==> src/rtl/mem_arbiter_if.sv <==
// Bus bundle between the fetch/data requesters, the arbiter and the shared word memory.
// The slave modport is the arbiter's view; the master modport is the requesters' and memory's view.
interface mem_arbiter_if #(
    parameter int ADDR_W = 18,
    parameter int DATA_W = 32
);
    logic              if_req;
    logic [ADDR_W-1:0] if_addr;
    logic              if_ack;
    logic [DATA_W-1:0] if_rdata;
    logic              if_err;

    logic              d_req;
    logic              d_we;
    logic [ADDR_W-1:0] d_addr;
    logic [DATA_W-1:0] d_wdata;
    logic              d_ack;
    logic [DATA_W-1:0] d_rdata;
    logic              d_err;

    logic [ADDR_W-1:0] mem_addr;
    logic [DATA_W-1:0] mem_write_data;
    logic              mem_write;
    logic              mem_read;
    logic [DATA_W-1:0] mem_read_data;

    modport slave (
        input  if_req, if_addr, d_req, d_we, d_addr, d_wdata, mem_read_data,
        output if_ack, if_rdata, if_err, d_ack, d_rdata, d_err,
        output mem_addr, mem_write_data, mem_write, mem_read
    );

    modport master (
        output if_req, if_addr, d_req, d_we, d_addr, d_wdata, mem_read_data,
        input  if_ack, if_rdata, if_err, d_ack, d_rdata, d_err,
        input  mem_addr, mem_write_data, mem_write, mem_read
    );
endinterface

==> src/rtl/mem_arbiter.sv <==
// Fetch/data arbiter for a shared word memory: data has priority, fetch is forced after STARVE_LIMIT losses.
// Latency: issue in the winning cycle, ack one cycle later; a request is held until its ack (no other backpressure).
module mem_arbiter #(
    parameter int STARVE_LIMIT = 4,
    parameter int ADDR_W       = 18,
    parameter int DATA_W       = 32
) (
    input  logic          clk,
    input  logic          rst_n,
    mem_arbiter_if.slave  bus
);
    localparam logic [0:0] S_ARB  = 1'b0;
    localparam logic [0:0] S_RESP = 1'b1;
    localparam logic [7:0] LIMIT  = 8'(STARVE_LIMIT);

    logic [0:0]        r_state;
    logic [7:0]        r_starve;
    logic              r_if_ack;
    logic              r_d_ack;
    logic [DATA_W-1:0] r_if_rdata;
    logic [DATA_W-1:0] r_d_rdata;
    logic              r_if_err;
    logic              r_d_err;

    logic              w_arb;
    logic              w_if_win;
    logic              w_d_win;
    logic [ADDR_W-1:0] w_addr;
    logic              w_aligned;
    logic              w_read;
    logic              w_write;

    assign w_arb     = (r_state == S_ARB);
    assign w_if_win  = w_arb && bus.if_req && (!bus.d_req || (r_starve == LIMIT));
    assign w_d_win   = w_arb && bus.d_req && !w_if_win;
    assign w_addr    = w_if_win ? bus.if_addr : (w_d_win ? bus.d_addr : '0);
    assign w_aligned = (w_addr[1:0] == 2'b00);
    assign w_read    = w_aligned && (w_if_win || (w_d_win && !bus.d_we));
    assign w_write   = w_aligned && w_d_win && bus.d_we;

    assign bus.mem_addr       = w_addr;
    assign bus.mem_read       = w_read;
    // Gated by reset so a store in flight cannot commit on a reset edge.
    assign bus.mem_write      = w_write && rst_n;
    assign bus.mem_write_data = w_write ? bus.d_wdata : '0;

    assign bus.if_ack   = r_if_ack;
    assign bus.if_rdata = r_if_rdata;
    assign bus.if_err   = r_if_err;
    assign bus.d_ack    = r_d_ack;
    assign bus.d_rdata  = r_d_rdata;
    assign bus.d_err    = r_d_err;

    always_ff @(posedge clk) begin
        if (!rst_n) begin
            r_state    <= S_ARB;
            r_starve   <= '0;
            r_if_ack   <= 1'b0;
            r_d_ack    <= 1'b0;
            r_if_rdata <= '0;
            r_d_rdata  <= '0;
            r_if_err   <= 1'b0;
            r_d_err    <= 1'b0;
        end else begin
            r_if_ack <= w_if_win;
            r_d_ack  <= w_d_win;
            if (w_arb) begin
                // Losses only count while fetch is actually waiting.
                if (w_if_win || !bus.if_req) begin
                    r_starve <= '0;
                end else if (w_d_win && (r_starve != LIMIT)) begin
                    r_starve <= r_starve + 8'd1;
                end
                if (w_if_win) begin
                    r_if_rdata <= w_read ? bus.mem_read_data : '0;
                    r_if_err   <= !w_aligned;
                    r_state    <= S_RESP;
                end
                if (w_d_win) begin
                    r_d_rdata <= w_read ? bus.mem_read_data : '0;
                    r_d_err   <= !w_aligned;
                    r_state   <= S_RESP;
                end
            end else begin
                r_state <= S_ARB;
            end
        end
    end
endmodule

==> src/flat_wrapper.sv <==
// flat-port wrapper written by rule: the top's interface ports become plain ports
module mem_arbiter_flat 
#(
    parameter int STARVE_LIMIT = 4,
    parameter int ADDR_W       = 18,
    parameter int DATA_W       = 32
)
  (clk, rst_n, bus_if_req, bus_if_addr, bus_d_req, bus_d_we, bus_d_addr, bus_d_wdata, bus_mem_read_data, bus_if_ack, bus_if_rdata, bus_if_err, bus_d_ack, bus_d_rdata, bus_d_err, bus_mem_addr, bus_mem_write_data, bus_mem_write, bus_mem_read);
  mem_arbiter_if #(.ADDR_W(ADDR_W), .DATA_W(DATA_W)) bus_i ();
  input  logic clk;
  input  logic rst_n;
  input wire logic [$bits(bus_i.if_req)-1:0] bus_if_req;
  input wire logic [$bits(bus_i.if_addr)-1:0] bus_if_addr;
  input wire logic [$bits(bus_i.d_req)-1:0] bus_d_req;
  input wire logic [$bits(bus_i.d_we)-1:0] bus_d_we;
  input wire logic [$bits(bus_i.d_addr)-1:0] bus_d_addr;
  input wire logic [$bits(bus_i.d_wdata)-1:0] bus_d_wdata;
  input wire logic [$bits(bus_i.mem_read_data)-1:0] bus_mem_read_data;
  output wire logic [$bits(bus_i.if_ack)-1:0] bus_if_ack;
  output wire logic [$bits(bus_i.if_rdata)-1:0] bus_if_rdata;
  output wire logic [$bits(bus_i.if_err)-1:0] bus_if_err;
  output wire logic [$bits(bus_i.d_ack)-1:0] bus_d_ack;
  output wire logic [$bits(bus_i.d_rdata)-1:0] bus_d_rdata;
  output wire logic [$bits(bus_i.d_err)-1:0] bus_d_err;
  output wire logic [$bits(bus_i.mem_addr)-1:0] bus_mem_addr;
  output wire logic [$bits(bus_i.mem_write_data)-1:0] bus_mem_write_data;
  output wire logic [$bits(bus_i.mem_write)-1:0] bus_mem_write;
  output wire logic [$bits(bus_i.mem_read)-1:0] bus_mem_read;
  assign bus_i.if_req = bus_if_req;
  assign bus_i.if_addr = bus_if_addr;
  assign bus_i.d_req = bus_d_req;
  assign bus_i.d_we = bus_d_we;
  assign bus_i.d_addr = bus_d_addr;
  assign bus_i.d_wdata = bus_d_wdata;
  assign bus_i.mem_read_data = bus_mem_read_data;
  assign bus_if_ack = bus_i.if_ack;
  assign bus_if_rdata = bus_i.if_rdata;
  assign bus_if_err = bus_i.if_err;
  assign bus_d_ack = bus_i.d_ack;
  assign bus_d_rdata = bus_i.d_rdata;
  assign bus_d_err = bus_i.d_err;
  assign bus_mem_addr = bus_i.mem_addr;
  assign bus_mem_write_data = bus_i.mem_write_data;
  assign bus_mem_write = bus_i.mem_write;
  assign bus_mem_read = bus_i.mem_read;
  mem_arbiter #(.STARVE_LIMIT(STARVE_LIMIT), .ADDR_W(ADDR_W), .DATA_W(DATA_W)) u_core (.clk(clk), .rst_n(rst_n), .bus(bus_i));
endmodule
==> config.mk <==
export PLATFORM = sky130hd
export DESIGN_NAME = mem_arbiter_flat
export DESIGN_NICKNAME = d
export VERILOG_FILES = /design/src/rtl/mem_arbiter_if.sv /design/src/rtl/mem_arbiter.sv /design/src/flat_wrapper.sv
export SDC_FILE = /design/constraint.sdc
export NUM_CORES = 1
export LEC_CHECK = 0
export CAP_MARGIN = 20
export CORE_MARGIN = 2
export CORE_UTILIZATION = 36
export CTS_BUF_LIST = sky130_fd_sc_hd__clkbuf_2 sky130_fd_sc_hd__clkbuf_4 sky130_fd_sc_hd__clkbuf_8
export DETAILED_ROUTE_END_ITERATION = 8
export PLACE_DENSITY = 0.93
export SYNTH_ARGS = -nofsm -noshare
export SYNTH_HDL_FRONTEND = slang
export SYNTH_SLANG_ARGS = --single-unit
==> constraint.sdc <==
create_clock -name clk -period 2.3 [get_ports clk]
set_clock_uncertainty 0.05 [all_clocks]
set_input_delay 0.46 -clock clk [delete_from_list [all_inputs] [get_ports clk]]
set_output_delay 0.46 -clock clk [all_outputs]
set_load 0.005 [all_outputs]
==> flow_metrics.tcl <==
set metrics [dict create \
    total_leakage_power_nw 2.72 \
    area_growth_pct 104 \
    insertion_delay_ns 0.34 \
    ys_types 41 \
    globalplace.congestion 0.861 \
    post-dp-hpwl_mm 9.17 \
    layout.nets 709 \
    clkSinkCount 77 \
    synth_nets 420 \
    max_freq_mhz 365 \
    synth_area_leader_cell "dfxtp_1" \
    path_cells "inv_2 -> ha_4 -> or4b_4 -> o21a_4 -> nor2_4 -> buf_6 -> buf_6 -> a22o_1 -> buf_2" \
    grt_pass1_wl_mm 21.6 \
    start_util 0.370 \
    clk_pin_slew_ns 0.08 \
    synth_seq_cells 77 \
    firstDrtPassIters 4 \
    fin_ws_ns -0.442 \
    dp_slack_ns -0.697 \
    max-slew-margin-rel 0.583 \
    design_area_mm2 0.00655 \
    end_kind "output port" \
    crit_top_cell "buf_6" \
    antenna_found_initial 0 \
    crit_family "simple AND/OR/NAND/NOR gates" \
    postSynth.asyncResetShare 0 \
    clockBufferDepth 2 \
    drt_iter0_drc 159 \
    cts_max_level 3 \
    grt_pass1_vias 3976 \
    seq_area_frac_synth 0.480 \
    hold_viol 0 \
    slowest_stage "or4b_4" \
    io_buffers 224 \
    synth.top_cell.area_share 0.480 \
    cts_tree "built" \
    utilization 0.754 \
    critPathArrivalTime_ns 2.23 \
    row_count 34 \
    crit_fanout 5 \
    drc 0 \
    path_buf_inv 4 \
    hold_class "reg -> reg" \
    peakVddDrop_uv 460 \
    layout-drive-gt1-share 0.329 \
    ys_dominant_reg_cell "dfxtp_1" \
    design.portCount 225 \
    ys_warn_count 0 \
    syn_area_mm2 0.00321 \
    period_minus_slack_ns 2.74 \
    final_antenna_net_count 0 \
    max_cap_violations 0 \
    cts-root-buf "clkbuf_8" \
    outcome "finished with violations" \
    powerDensity_mw_per_mm2 483 \
    post_dp_cell_area_mm2 0.00572 \
    drv_slew 0 \
    crit_required_ns 1.79 \
    numCtsBuffers 9 \
    avgSynthCellArea_um2 10.3 \
    grt_max_degree 34 \
    violations "setup timing" \
    vias_per_cell 5.27 \
    fin_crit_sh 1.19 \
    core-area_mm2 0.00868 \
    wirelength_mm 14.4 \
    setup_viol 84 \
    slowest_delay_ns 0.46 \
    worstMarginPinSlew_ns 0.626 \
    crit_path_start_kind "register" \
    vias 3771 \
    gr-total-overflow 0 \
    syn_inst 313 \
    die_h_um 98.4 \
    antennaDiodeCount 0 \
    synth-edff-count 0 \
    rsz0062_at_grt "true" \
    die_width_um 98.4 \
    dieArea_mm2 0.00969 \
    post_drt_wl_per_cell_um 20.2 \
    track_usage 0.281 \
    netlist_top_cells_area "dfxtp_1 (48%), a22o_1 (14%), a22oi_1 (7.3%)" \
    crit_type "reg -> out" \
]
## worst reg2reg max path, cell delays in order, from the launching register on
cell	delay (ns)
dfxtp_2	0.33
inv_2	0.06
ha_4	0.13
or4b_4	0.46
buf_4	0.15
buf_6	0.11
o21ai_4	0.16
buf_6	0.11
buf_4	0.09
buf_4	0.11
a21oi_4	0.10
clkbuf_16	0.20
a22o_1	0.23
## worst paths after layout
| kind | start | endpoint | slack, ns | cells after the start |
|---|---|---|---|---|
| setup reg to reg | u_core.r_starve[1] | u_core.bus.if_rdata[23] | -0.10 | 12 |
| setup / recovery | u_core.r_starve[1] | bus_mem_addr[13] | -0.44 | 9 |
| hold / removal | u_core.bus.if_rdata[31] | u_core.bus.if_rdata[31] | 0.44 | 1 |
| hold reg to reg | u_core.bus.if_rdata[31] | u_core.bus.if_rdata[31] | 0.44 | 1 |
## registers in the layout, summed over array words and instances (netlist names)
name	cells
u_core.r_state	1
u_core.bus.d_ack	1
u_core.bus.if_err	1
u_core.bus.if_ack	1
u_core.bus.if_rdata	32
u_core.r_starve	8
u_core.bus.d_err	1
u_core.bus.d_rdata	32
## through the flow
| stage | TNS (ns) | std cells | power [mW] | hold WS (ns) |
|---|---|---|---|---|
| CTS | -16.19 | 710 | 3.14 | 0.435 |
| finish | -20.30 | 715 | 3.16 | 0.441 |
| floorplan | 0 | 313 | 1.56 | 0.424 |
| detailed placement | -37.59 | 659 | 1.93 | 0.414 |
| global route | -25.91 | 715 | 3.28 | 0.465 |
| global placement | -33.72 | 659 | 1.92 | 0.411 |
## synthesized netlist by cell type (2+ instances only)
cell type and number:
a22o_1 50, xnor2_1 3, xor2_1 3, nor3b_1 2
nand3_1 3, a22oi_1 31, and2_1 34, a211oi_1 3
nor2_1 47, dfxtp_1 77, nor2b_1 2, nand4_1 2
buf_2 4, ha_1 2, clkbuf_2 3, inv_1 5
a22oi_2 2, a211oi_2 2, clkbuf_1 6, a211o_1 2
nor3_1 2, buf_6 9
## routing by layer
metal  share of wire  track usage  wire [um]
met5               0            0          0
met4           0.023       0.0843        332
met3           0.078       0.0830       1120
met2            0.51        0.495       7310
met1            0.39        0.331       5650
## area by class of cell
| cell class | count | area [um2] |
|---|---|---|
| inverters | 5 | 18.8 |
| fillers | 572 | 2130 |
| multi-input cells | 210 | 1640 |
| well taps | 108 | 135 |
| clock buffers | 10 | 131 |
| flip-flops and latches | 77 | 1550 |
| repair buffers | 299 | 2980 |
| clock inverters | 6 | 96.3 |
## cells in the final DEF (no fill, tap or decap), drive strengths merged, types with 2 or more instances in the layout
cell type      Yosys  layout
nor3b              2       2
nor3               2       2
inv                5       6
a22oi             33      33
nand3              3       3
xnor2              3       3
xor2               3       3
a211o              2       2
dfxtp             77      77
a22o              50      50
nand4              2       2
bufinv             0       2
a21oi              2       2
and2              34      34
nor2b              2       2
clkinv             0       2
clkbuf             9      11
nor2              49      52
or4b               2       2
clkdlybuf4s50      0     170
a211oi             5       5
ha                 2       2
buf               15     126
## cell families after synthesis
kind of cell	share of synthesized area
AO/OA/AOI/OAI	0.255
AND/OR/NAND/NOR	0.178
XOR/XNOR	0.0164
flip-flops	0.480
buffers and inverters	0.0624
adder cells (fa/ha/maj)	0.00780
## timing repair
action,CTS,global route
pin swaps,57,16
setup endpoints to repair,52,84
cloned,7,4
gates resized for setup,305,23
setup buffers,28,4
hold buffers,0,0
## power by group
part / internal [mW] / switching [mW] / total [mW]
Sequential: 1.36 / 0.0146 / 1.37
Clock: 0.635 / 0.523 / 1.16
Combinational: 0.383 / 0.247 / 0.630
Total: 2.37 / 0.785 / 3.16
(Power assumes the default switching activity.)
